**config.mk**
```make
export PLATFORM = sky130hd
export DESIGN_NAME = obi_axi_master_flat
export DESIGN_NICKNAME = d
export VERILOG_FILES = /design/src/rtl/obi_axi_master_if.sv /design/src/rtl/obi_axi_master.sv /design/src/flat_wrapper.sv
export SDC_FILE = /design/constraint.sdc
export NUM_CORES = 1
export LEC_CHECK = 0
export ABC_AREA = 1
export BUFFER_PORTS_ARGS = -buffer_cell sky130_fd_sc_hd__buf_2
export CORE_AREA = 2 2 140 142
export DETAILED_ROUTE_END_ITERATION = 12
export DIE_AREA = 0 0 142 144
export PLACE_DENSITY = 0.61
export SLEW_MARGIN = 20
export SYNTH_ARGS = -nofsm -noshare
export SYNTH_HDL_FRONTEND = slang
export SYNTH_SLANG_ARGS = --single-unit
```
**constraint.sdc**
```tcl
create_clock -name clk_i -period 4.13 [get_ports clk_i]
set_input_delay 0.2065 -clock clk_i [delete_from_list [all_inputs] [get_ports clk_i]]
set_output_delay 0.2065 -clock clk_i [all_outputs]
set_load 0.05 [all_outputs]
```
**src/rtl/obi_axi_master_if.sv**
```systemverilog
// OBI request/response port plus single-beat AXI4 master channels of the bridge.
// "master" is the bridge's view; "slave" is the core/interconnect side driving it.
interface obi_axi_master_if #(
  parameter int AW  = 32,
  parameter int DW  = 32,
  parameter int IDW = 16
);
  logic           obi_req_i;
  logic           obi_gnt_o;
  logic [AW-1:0]  obi_addr_i;
  logic           obi_we_i;
  logic [3:0]     obi_be_i;
  logic [DW-1:0]  obi_wdata_i;
  logic           obi_rvalid_o;
  logic [DW-1:0]  obi_rdata_o;
  logic           obi_err_o;

  logic [IDW-1:0] m_axi_awid;
  logic [AW-1:0]  m_axi_awaddr;
  logic [7:0]     m_axi_awlen;
  logic [2:0]     m_axi_awsize;
  logic [1:0]     m_axi_awburst;
  logic           m_axi_awlock;
  logic [3:0]     m_axi_awcache;
  logic [2:0]     m_axi_awprot;
  logic           m_axi_awvalid;
  logic           m_axi_awready;
  logic [DW-1:0]  m_axi_wdata;
  logic [3:0]     m_axi_wstrb;
  logic           m_axi_wlast;
  logic           m_axi_wvalid;
  logic           m_axi_wready;
  logic [IDW-1:0] m_axi_bid;
  logic [1:0]     m_axi_bresp;
  logic           m_axi_bvalid;
  logic           m_axi_bready;
  logic [IDW-1:0] m_axi_arid;
  logic [AW-1:0]  m_axi_araddr;
  logic [7:0]     m_axi_arlen;
  logic [2:0]     m_axi_arsize;
  logic [1:0]     m_axi_arburst;
  logic           m_axi_arlock;
  logic [3:0]     m_axi_arcache;
  logic [2:0]     m_axi_arprot;
  logic           m_axi_arvalid;
  logic           m_axi_arready;
  logic [IDW-1:0] m_axi_rid;
  logic [DW-1:0]  m_axi_rdata;
  logic [1:0]     m_axi_rresp;
  logic           m_axi_rlast;
  logic           m_axi_rvalid;
  logic           m_axi_rready;

  modport master (
    input  obi_req_i, obi_addr_i, obi_we_i, obi_be_i, obi_wdata_i,
    output obi_gnt_o, obi_rvalid_o, obi_rdata_o, obi_err_o,
    output m_axi_awid, m_axi_awaddr, m_axi_awlen, m_axi_awsize, m_axi_awburst,
           m_axi_awlock, m_axi_awcache, m_axi_awprot, m_axi_awvalid,
    input  m_axi_awready,
    output m_axi_wdata, m_axi_wstrb, m_axi_wlast, m_axi_wvalid,
    input  m_axi_wready,
    input  m_axi_bid, m_axi_bresp, m_axi_bvalid,
    output m_axi_bready,
    output m_axi_arid, m_axi_araddr, m_axi_arlen, m_axi_arsize, m_axi_arburst,
           m_axi_arlock, m_axi_arcache, m_axi_arprot, m_axi_arvalid,
    input  m_axi_arready,
    input  m_axi_rid, m_axi_rdata, m_axi_rresp, m_axi_rlast, m_axi_rvalid,
    output m_axi_rready
  );

  modport slave (
    output obi_req_i, obi_addr_i, obi_we_i, obi_be_i, obi_wdata_i,
    input  obi_gnt_o, obi_rvalid_o, obi_rdata_o, obi_err_o,
    input  m_axi_awid, m_axi_awaddr, m_axi_awlen, m_axi_awsize, m_axi_awburst,
           m_axi_awlock, m_axi_awcache, m_axi_awprot, m_axi_awvalid,
    output m_axi_awready,
    input  m_axi_wdata, m_axi_wstrb, m_axi_wlast, m_axi_wvalid,
    output m_axi_wready,
    output m_axi_bid, m_axi_bresp, m_axi_bvalid,
    input  m_axi_bready,
    input  m_axi_arid, m_axi_araddr, m_axi_arlen, m_axi_arsize, m_axi_arburst,
           m_axi_arlock, m_axi_arcache, m_axi_arprot, m_axi_arvalid,
    output m_axi_arready,
    output m_axi_rid, m_axi_rdata, m_axi_rresp, m_axi_rlast, m_axi_rvalid,
    input  m_axi_rready
  );
endinterface

```
**src/rtl/obi_axi_master.sv**
```systemverilog
// OBI to AXI4 bridge: each granted OBI request becomes one single-beat AXI4
// transaction, with at most one transaction outstanding.
module obi_axi_master #(
  parameter int AXI_ADDR_WIDTH = 32,
  parameter int AXI_DATA_WIDTH = 32,
  parameter int AXI_ID_WIDTH   = 16,
  parameter int AXI_ID         = 0
) (
  input  logic              clk_i,
  input  logic              rst_ni,
  obi_axi_master_if.master  bus
);
  typedef enum logic [2:0] {IDLE, WRITE, WR_RESP, RD_ADDR, RD_DATA, RESP} state_t;

  state_t                    r_state;
  logic [AXI_ADDR_WIDTH-1:0] r_addr;
  logic [3:0]                r_be;
  logic [AXI_DATA_WIDTH-1:0] r_wdata;
  logic [AXI_DATA_WIDTH-1:0] r_rdata;
  logic r_aw_done, r_w_done;
  logic r_awvalid, r_wvalid, r_bready, r_arvalid, r_rready, r_rvalid, r_err;

  logic w_gnt, w_aw_fin, w_w_fin;
  logic w_unused;

  assign w_gnt    = (r_state == IDLE) && bus.obi_req_i;
  // A channel counts as finished if it already handshook or handshakes this cycle.
  assign w_aw_fin = r_aw_done || (r_awvalid && bus.m_axi_awready);
  assign w_w_fin  = r_w_done  || (r_wvalid  && bus.m_axi_wready);
  assign w_unused = ^{bus.m_axi_bid, bus.m_axi_rid, bus.m_axi_rlast};

  always_ff @(posedge clk_i or negedge rst_ni) begin
    if (!rst_ni) begin
      r_state   <= IDLE;
      r_addr    <= '0;
      r_be      <= '0;
      r_wdata   <= '0;
      r_rdata   <= '0;
      r_aw_done <= 1'b0;
      r_w_done  <= 1'b0;
      r_awvalid <= 1'b0;
      r_wvalid  <= 1'b0;
      r_bready  <= 1'b0;
      r_arvalid <= 1'b0;
      r_rready  <= 1'b0;
      r_rvalid  <= 1'b0;
      r_err     <= 1'b0;
    end else begin
      case (r_state)
        IDLE: if (w_gnt) begin
          r_addr  <= bus.obi_addr_i;
          r_be    <= bus.obi_be_i;
          r_wdata <= bus.obi_wdata_i;
          if (bus.obi_we_i) begin
            r_state   <= WRITE;
            r_awvalid <= 1'b1;
            r_wvalid  <= 1'b1;
            r_aw_done <= 1'b0;
            r_w_done  <= 1'b0;
          end else begin
            r_state   <= RD_ADDR;
            r_arvalid <= 1'b1;
          end
        end
        WRITE: begin
          if (r_awvalid && bus.m_axi_awready) begin
            r_awvalid <= 1'b0;
            r_aw_done <= 1'b1;
          end
          if (r_wvalid && bus.m_axi_wready) begin
            r_wvalid <= 1'b0;
            r_w_done <= 1'b1;
          end
          if (w_aw_fin && w_w_fin) begin
            r_state  <= WR_RESP;
            r_bready <= 1'b1;
          end
        end
        WR_RESP: if (bus.m_axi_bvalid) begin
          r_bready <= 1'b0;
          r_err    <= (bus.m_axi_bresp != 2'b00);
          r_rdata  <= '0;
          r_rvalid <= 1'b1;
          r_state  <= RESP;
        end
        RD_ADDR: if (bus.m_axi_arready) begin
          r_arvalid <= 1'b0;
          r_rready  <= 1'b1;
          r_state   <= RD_DATA;
        end
        RD_DATA: if (bus.m_axi_rvalid) begin
          r_rready <= 1'b0;
          r_err    <= (bus.m_axi_rresp != 2'b00);
          r_rdata  <= bus.m_axi_rdata;
          r_rvalid <= 1'b1;
          r_state  <= RESP;
        end
        RESP: begin
          r_rvalid <= 1'b0;
          r_state  <= IDLE;
        end
        default: r_state <= IDLE;
      endcase
    end
  end

  assign bus.obi_gnt_o    = w_gnt;
  assign bus.obi_rvalid_o = r_rvalid;
  assign bus.obi_rdata_o  = r_rdata;
  assign bus.obi_err_o    = r_err;

  assign bus.m_axi_awid    = AXI_ID_WIDTH'(AXI_ID);
  assign bus.m_axi_awaddr  = {r_addr[AXI_ADDR_WIDTH-1:2], 2'b00};
  assign bus.m_axi_awlen   = 8'd0;
  assign bus.m_axi_awsize  = 3'b010;
  assign bus.m_axi_awburst = 2'b01;
  assign bus.m_axi_awlock  = 1'b0;
  assign bus.m_axi_awcache = 4'b0000;
  assign bus.m_axi_awprot  = 3'b000;
  assign bus.m_axi_awvalid = r_awvalid;
  assign bus.m_axi_wdata   = r_wdata;
  assign bus.m_axi_wstrb   = r_be;
  assign bus.m_axi_wlast   = 1'b1;
  assign bus.m_axi_wvalid  = r_wvalid;
  assign bus.m_axi_bready  = r_bready;

  assign bus.m_axi_arid    = AXI_ID_WIDTH'(AXI_ID);
  assign bus.m_axi_araddr  = {r_addr[AXI_ADDR_WIDTH-1:2], 2'b00};
  assign bus.m_axi_arlen   = 8'd0;
  assign bus.m_axi_arsize  = 3'b010;
  assign bus.m_axi_arburst = 2'b01;
  assign bus.m_axi_arlock  = 1'b0;
  assign bus.m_axi_arcache = 4'b0000;
  assign bus.m_axi_arprot  = 3'b000;
  assign bus.m_axi_arvalid = r_arvalid;
  assign bus.m_axi_rready  = r_rready;
endmodule
```
**src/flat_wrapper.sv**
```systemverilog
// flat-port wrapper written by rule: the top's interface ports become plain ports
module obi_axi_master_flat 
#(
  parameter int AXI_ADDR_WIDTH = 32,
  parameter int AXI_DATA_WIDTH = 32,
  parameter int AXI_ID_WIDTH   = 16,
  parameter int AXI_ID         = 0
)
  (clk_i, rst_ni, bus_obi_req_i, bus_obi_addr_i, bus_obi_we_i, bus_obi_be_i, bus_obi_wdata_i, bus_obi_gnt_o, bus_obi_rvalid_o, bus_obi_rdata_o, bus_obi_err_o, bus_m_axi_awid, bus_m_axi_awaddr, bus_m_axi_awlen, bus_m_axi_awsize, bus_m_axi_awburst, bus_m_axi_awlock, bus_m_axi_awcache, bus_m_axi_awprot, bus_m_axi_awvalid, bus_m_axi_awready, bus_m_axi_wdata, bus_m_axi_wstrb, bus_m_axi_wlast, bus_m_axi_wvalid, bus_m_axi_wready, bus_m_axi_bid, bus_m_axi_bresp, bus_m_axi_bvalid, bus_m_axi_bready, bus_m_axi_arid, bus_m_axi_araddr, bus_m_axi_arlen, bus_m_axi_arsize, bus_m_axi_arburst, bus_m_axi_arlock, bus_m_axi_arcache, bus_m_axi_arprot, bus_m_axi_arvalid, bus_m_axi_arready, bus_m_axi_rid, bus_m_axi_rdata, bus_m_axi_rresp, bus_m_axi_rlast, bus_m_axi_rvalid, bus_m_axi_rready);
  obi_axi_master_if bus_i ();
  input  logic clk_i;
  input  logic rst_ni;
  input wire logic [$bits(bus_i.obi_req_i)-1:0] bus_obi_req_i;
  input wire logic [$bits(bus_i.obi_addr_i)-1:0] bus_obi_addr_i;
  input wire logic [$bits(bus_i.obi_we_i)-1:0] bus_obi_we_i;
  input wire logic [$bits(bus_i.obi_be_i)-1:0] bus_obi_be_i;
  input wire logic [$bits(bus_i.obi_wdata_i)-1:0] bus_obi_wdata_i;
  output wire logic [$bits(bus_i.obi_gnt_o)-1:0] bus_obi_gnt_o;
  output wire logic [$bits(bus_i.obi_rvalid_o)-1:0] bus_obi_rvalid_o;
  output wire logic [$bits(bus_i.obi_rdata_o)-1:0] bus_obi_rdata_o;
  output wire logic [$bits(bus_i.obi_err_o)-1:0] bus_obi_err_o;
  output wire logic [$bits(bus_i.m_axi_awid)-1:0] bus_m_axi_awid;
  output wire logic [$bits(bus_i.m_axi_awaddr)-1:0] bus_m_axi_awaddr;
  output wire logic [$bits(bus_i.m_axi_awlen)-1:0] bus_m_axi_awlen;
  output wire logic [$bits(bus_i.m_axi_awsize)-1:0] bus_m_axi_awsize;
  output wire logic [$bits(bus_i.m_axi_awburst)-1:0] bus_m_axi_awburst;
  output wire logic [$bits(bus_i.m_axi_awlock)-1:0] bus_m_axi_awlock;
  output wire logic [$bits(bus_i.m_axi_awcache)-1:0] bus_m_axi_awcache;
  output wire logic [$bits(bus_i.m_axi_awprot)-1:0] bus_m_axi_awprot;
  output wire logic [$bits(bus_i.m_axi_awvalid)-1:0] bus_m_axi_awvalid;
  input wire logic [$bits(bus_i.m_axi_awready)-1:0] bus_m_axi_awready;
  output wire logic [$bits(bus_i.m_axi_wdata)-1:0] bus_m_axi_wdata;
  output wire logic [$bits(bus_i.m_axi_wstrb)-1:0] bus_m_axi_wstrb;
  output wire logic [$bits(bus_i.m_axi_wlast)-1:0] bus_m_axi_wlast;
  output wire logic [$bits(bus_i.m_axi_wvalid)-1:0] bus_m_axi_wvalid;
  input wire logic [$bits(bus_i.m_axi_wready)-1:0] bus_m_axi_wready;
  input wire logic [$bits(bus_i.m_axi_bid)-1:0] bus_m_axi_bid;
  input wire logic [$bits(bus_i.m_axi_bresp)-1:0] bus_m_axi_bresp;
  input wire logic [$bits(bus_i.m_axi_bvalid)-1:0] bus_m_axi_bvalid;
  output wire logic [$bits(bus_i.m_axi_bready)-1:0] bus_m_axi_bready;
  output wire logic [$bits(bus_i.m_axi_arid)-1:0] bus_m_axi_arid;
  output wire logic [$bits(bus_i.m_axi_araddr)-1:0] bus_m_axi_araddr;
  output wire logic [$bits(bus_i.m_axi_arlen)-1:0] bus_m_axi_arlen;
  output wire logic [$bits(bus_i.m_axi_arsize)-1:0] bus_m_axi_arsize;
  output wire logic [$bits(bus_i.m_axi_arburst)-1:0] bus_m_axi_arburst;
  output wire logic [$bits(bus_i.m_axi_arlock)-1:0] bus_m_axi_arlock;
  output wire logic [$bits(bus_i.m_axi_arcache)-1:0] bus_m_axi_arcache;
  output wire logic [$bits(bus_i.m_axi_arprot)-1:0] bus_m_axi_arprot;
  output wire logic [$bits(bus_i.m_axi_arvalid)-1:0] bus_m_axi_arvalid;
  input wire logic [$bits(bus_i.m_axi_arready)-1:0] bus_m_axi_arready;
  input wire logic [$bits(bus_i.m_axi_rid)-1:0] bus_m_axi_rid;
  input wire logic [$bits(bus_i.m_axi_rdata)-1:0] bus_m_axi_rdata;
  input wire logic [$bits(bus_i.m_axi_rresp)-1:0] bus_m_axi_rresp;
  input wire logic [$bits(bus_i.m_axi_rlast)-1:0] bus_m_axi_rlast;
  input wire logic [$bits(bus_i.m_axi_rvalid)-1:0] bus_m_axi_rvalid;
  output wire logic [$bits(bus_i.m_axi_rready)-1:0] bus_m_axi_rready;
  assign bus_i.obi_req_i = bus_obi_req_i;
  assign bus_i.obi_addr_i = bus_obi_addr_i;
  assign bus_i.obi_we_i = bus_obi_we_i;
  assign bus_i.obi_be_i = bus_obi_be_i;
  assign bus_i.obi_wdata_i = bus_obi_wdata_i;
  assign bus_obi_gnt_o = bus_i.obi_gnt_o;
  assign bus_obi_rvalid_o = bus_i.obi_rvalid_o;
  assign bus_obi_rdata_o = bus_i.obi_rdata_o;
  assign bus_obi_err_o = bus_i.obi_err_o;
  assign bus_m_axi_awid = bus_i.m_axi_awid;
  assign bus_m_axi_awaddr = bus_i.m_axi_awaddr;
  assign bus_m_axi_awlen = bus_i.m_axi_awlen;
  assign bus_m_axi_awsize = bus_i.m_axi_awsize;
  assign bus_m_axi_awburst = bus_i.m_axi_awburst;
  assign bus_m_axi_awlock = bus_i.m_axi_awlock;
  assign bus_m_axi_awcache = bus_i.m_axi_awcache;
  assign bus_m_axi_awprot = bus_i.m_axi_awprot;
  assign bus_m_axi_awvalid = bus_i.m_axi_awvalid;
  assign bus_i.m_axi_awready = bus_m_axi_awready;
  assign bus_m_axi_wdata = bus_i.m_axi_wdata;
  assign bus_m_axi_wstrb = bus_i.m_axi_wstrb;
  assign bus_m_axi_wlast = bus_i.m_axi_wlast;
  assign bus_m_axi_wvalid = bus_i.m_axi_wvalid;
  assign bus_i.m_axi_wready = bus_m_axi_wready;
  assign bus_i.m_axi_bid = bus_m_axi_bid;
  assign bus_i.m_axi_bresp = bus_m_axi_bresp;
  assign bus_i.m_axi_bvalid = bus_m_axi_bvalid;
  assign bus_m_axi_bready = bus_i.m_axi_bready;
  assign bus_m_axi_arid = bus_i.m_axi_arid;
  assign bus_m_axi_araddr = bus_i.m_axi_araddr;
  assign bus_m_axi_arlen = bus_i.m_axi_arlen;
  assign bus_m_axi_arsize = bus_i.m_axi_arsize;
  assign bus_m_axi_arburst = bus_i.m_axi_arburst;
  assign bus_m_axi_arlock = bus_i.m_axi_arlock;
  assign bus_m_axi_arcache = bus_i.m_axi_arcache;
  assign bus_m_axi_arprot = bus_i.m_axi_arprot;
  assign bus_m_axi_arvalid = bus_i.m_axi_arvalid;
  assign bus_i.m_axi_arready = bus_m_axi_arready;
  assign bus_i.m_axi_rid = bus_m_axi_rid;
  assign bus_i.m_axi_rdata = bus_m_axi_rdata;
  assign bus_i.m_axi_rresp = bus_m_axi_rresp;
  assign bus_i.m_axi_rlast = bus_m_axi_rlast;
  assign bus_i.m_axi_rvalid = bus_m_axi_rvalid;
  assign bus_m_axi_rready = bus_i.m_axi_rready;
  obi_axi_master #(.AXI_ADDR_WIDTH(AXI_ADDR_WIDTH), .AXI_DATA_WIDTH(AXI_DATA_WIDTH), .AXI_ID_WIDTH(AXI_ID_WIDTH), .AXI_ID(AXI_ID)) u_core (.clk_i(clk_i), .rst_ni(rst_ni), .bus(bus_i));
endmodule
```
==> impl_metrics.py <==
metrics = {
    "logic_synthesis": {
        "ys_types": 22,
        "number_of_synthesized_register_bits": 110,
        "synth.yosys.seq_area_share_pct": 51.9,
        "synthesis.instances": 622,
        "synthesis.area_per_instance_um2": 8.53,
        "syn_area_um2": 5300,
        "ys.warnings.count": 0,
    },
    "setup_path": {
        "crit_fanout": 68,
        "timing.critical_path.slowest_stage_cell": "sky130_fd_sc_hd__buf_4",
        "regToRegSetupSlack_ns": 1.95,
        "cells_along_the_critical_path": "buf_4 -> nor2_2 -> nand2_1 -> nor2_4 -> buf_4 -> buf_2",
        "crit_type": "reg2out",
        "worstSetupStartpointType": "flip-flop",
        "required_ns": 3.92,
        "timing.critical_path.arrival_ns": 2.39,
        "most_frequent_cell_on_the_critical_path": "sky130_fd_sc_hd__buf_4",
        "critPathCaptureType": "output port",
        "crit_path_max_incr_delay_ns": 0.58,
    },
    "finish": {
        "layout-drive-gt1-share_pct": 33.2,
        "num-fill-cells": 2049,
        "multiInputGateArea_um2": 1780,
        "area_of_all_sequential_standard_cells_um2": 2750,
        "area.growth.synth_to_final_pct": 22.3,
        "final_net_count": 972,
    },
    "outcome": {
        "outcome": "complete, no violations",
    },
    "global_route": {
        "grt.total_usage_pct": 12.9,
        "grt_max_degree": 69,
        "wire_length_of_the_first_global_routing_pass_um": 20400,
        "first_global_vias": 3965,
        "antenna_found_initial": 2,
        "grt_overflow_total": 0,
    },
    "placed_design": {
        "dp_hpwl_um": 9660,
        "number_of_input_and_output_port_buffers_inserted": 246,
        "routabilityCongestion": 0.728,
    },
    "detailed_routing": {
        "detail-route-antenna-nets": 0,
        "first_iter_violations": 164,
        "drt_pre_antenna_iters": 4,
        "avgViaCountPerCell": 4.13,
        "drcViolationCount": 0,
        "routed_wire_length_per_instance_um": 12.6,
        "detailroute.via_count": 4419,
        "finalWirelength_um": 13500,
    },
    "timing": {
        "timing.final.crit_period_ns": 2.60,
        "worst_slew_margin_rel_pct": 51.9,
        "timing.final.crit_share_pct": 62.9,
        "report.final.slew_viol_count": 0,
        "final-hold-violation-count": 0,
        "total_negative_slack_for_setup_checks_ns": 0,
        "worst_pin_slew_ns": 0.721,
        "maximum_clock_frequency_mhz": 385,
        "finalClockSkew_ns": 0.00793,
        "report.final.setup_viol": 0,
        "rsz0062_at_grt": "false",
    },
    "floorplanning": {
        "die_height_um": 144,
        "start_util_pct": 27.8,
        "num_io_pins": 361,
        "die_w_um": 142,
        "floorplan.core_area_um2": 19100,
        "area_enclosed_by_the_die_boundary_um2": 20400,
        "fp-row-count": 51,
    },
    "job": {
        "max-cap-violations": 0,
    },
    "clock_network": {
        "ctsResizeCount": 0,
        "clk_transition_reported_paths_ns": 0.08,
        "clock_latency_ns": 0.35,
        "cts_tree": "yes",
        "ctsRootBufferMaster": "sky130_fd_sc_hd__clkbuf_16",
        "post-cts-setup-buffers": 0,
        "cts.path.max_buffers": 2,
        "holdBufCountCts": 1,
        "cts.htree.levels": 3,
        "clkSinkCount": 110,
        "number_of_cts_inserted_buffers": 9,
    },
    "hold_path": {
        "holdCritPathClass": "in2reg",
    },
}
## layer usage
metal  wire (um)  global-route usage, %
met1        5640                   15.4
met2        6530                   22.2
met3        1220                   4.24
met4         129                   3.79
met5           0                      0
## critical path, delay by kind of cell, from the launching register on
kind,cells,cell delay [ns]
flip-flops,1,0.36
buffers and inverters,3,1.23
AND/OR/NAND/NOR,3,0.43
## final timing paths
check / to / startpoint / cells after the start
setup / recovery: bus_obi_gnt_o / u_core.r_state[2] / 6
hold / removal: u_core.r_addr[22] / bus_obi_addr_i[22] / 3
setup reg to reg: u_core.bus.m_axi_wdata[18] / u_core.r_state[2] / 8
max in group asynchronous: u_core.bus.m_axi_wdata[31] / rst_ni / 3
min in group asynchronous: u_core.bus.obi_rdata_o[31] / rst_ni / 2
hold reg to reg: u_core.bus.obi_rdata_o[2] / u_core.bus.obi_rdata_o[2] / 2
## kinds of logic after synthesis
kind of cell | after synthesis | synth area share (%)
buf+inv | 153 | 20.0
other cells | 2 | 0.142
compound gates | 15 | 1.58
flops | 110 | 51.9
simple gates | 342 | 26.3
## cells in the final DEF, fill, tap and decap left out
cell	n
sky130_fd_sc_hd__buf_2	245
sky130_fd_sc_hd__nor2_2	2
sky130_fd_sc_hd__inv_6	2
sky130_fd_sc_hd__nand3b_1	1
sky130_fd_sc_hd__clkbuf_16	9
sky130_fd_sc_hd__dfrtp_1	110
sky130_fd_sc_hd__dlygate4sd3_1	1
sky130_fd_sc_hd__diode_2	1
sky130_fd_sc_hd__o21ai_0	9
sky130_fd_sc_hd__o31ai_1	1
sky130_fd_sc_hd__clkinv_2	1
sky130_fd_sc_hd__clkinv_4	1
sky130_fd_sc_hd__inv_8	1
sky130_fd_sc_hd__o22ai_1	1
sky130_fd_sc_hd__inv_4	1
sky130_fd_sc_hd__clkinvlp_4	1
sky130_fd_sc_hd__nand3_1	7
sky130_fd_sc_hd__nor2_4	2
sky130_fd_sc_hd__conb_1	79
sky130_fd_sc_hd__o21bai_1	1
sky130_fd_sc_hd__bufinv_16	1
sky130_fd_sc_hd__inv_1	12
sky130_fd_sc_hd__inv_2	3
sky130_fd_sc_hd__buf_4	7
sky130_fd_sc_hd__nor2_1	7
sky130_fd_sc_hd__nand4_1	32
sky130_fd_sc_hd__a21oi_1	2
sky130_fd_sc_hd__o21a_1	1
sky130_fd_sc_hd__nand2_1	291
## synth_stat cells
cell / n / area share, %
sky130_fd_sc_hd__nand2_1: 291 / 21
sky130_fd_sc_hd__buf_4: 113 / 16
sky130_fd_sc_hd__dfrtp_1: 110 / 52
sky130_fd_sc_hd__nand4_1: 32 / 3.8
sky130_fd_sc_hd__inv_1: 12 / 0.85
sky130_fd_sc_hd__clkbuf_1: 10 / 0.71
sky130_fd_sc_hd__o21ai_0: 9 / 0.85
sky130_fd_sc_hd__buf_2: 7 / 0.66
sky130_fd_sc_hd__buf_6: 7 / 1.5
sky130_fd_sc_hd__nand3_1: 7 / 0.66
sky130_fd_sc_hd__nor2_1: 7 / 0.50
sky130_fd_sc_hd__inv_2: 3 / 0.21
sky130_fd_sc_hd__a21oi_1: 2 / 0.19
sky130_fd_sc_hd__conb_1: 2 / 0.14
sky130_fd_sc_hd__nor2_2: 2 / 0.24
sky130_fd_sc_hd__nor2_4: 2 / 0.42
sky130_fd_sc_hd__inv_4: 1 / 0.12
sky130_fd_sc_hd__nand3b_1: 1 / 0.14
sky130_fd_sc_hd__o21a_1: 1 / 0.14
sky130_fd_sc_hd__o21bai_1: 1 / 0.14
sky130_fd_sc_hd__o22ai_1: 1 / 0.12
sky130_fd_sc_hd__o31ai_1: 1 / 0.14
## metrics by stage
stage	setup WS (ns)	hold slack, ns	instances	area, um2	utilization [%]
2_1_floorplan	2.75	-0.0891	699	5590	-
3_3_place_gp	1.87	0.187	1052	6170	32.3
3_5_place_dp	1.87	0.190	1052	6170	32.3
4_1_cts	1.46	0.0241	1069	6480	34.0
5_1_grt	1.34	0.0279	1069	6480	34.0
6_report	1.53	0.0457	1070	6490	34.0
## sequential cells by signal (all words and copies together) (netlist names), 3 cells and up
name / flops
u_core.bus.obi_rdata_o: 32
u_core.r_addr: 30
u_core.r_state: 3
u_core.bus.m_axi_wstrb: 4
u_core.bus.m_axi_wdata: 32
## layout make-up
type / count / share of cell area [%]
clock inverters: 7 / 1.23
flip-flops and latches: 110 / 42.4
well taps: 238 / 4.59
repair buffers: 253 / 19.9
inverters: 16 / 0.965
multi-input cells: 436 / 27.4
diodes: 1 / 0.0386
clock buffers: 9 / 3.47
Power is not shown: default switching activity piles up to over one toggle a cycle in this logic, so the estimate is an artifact.
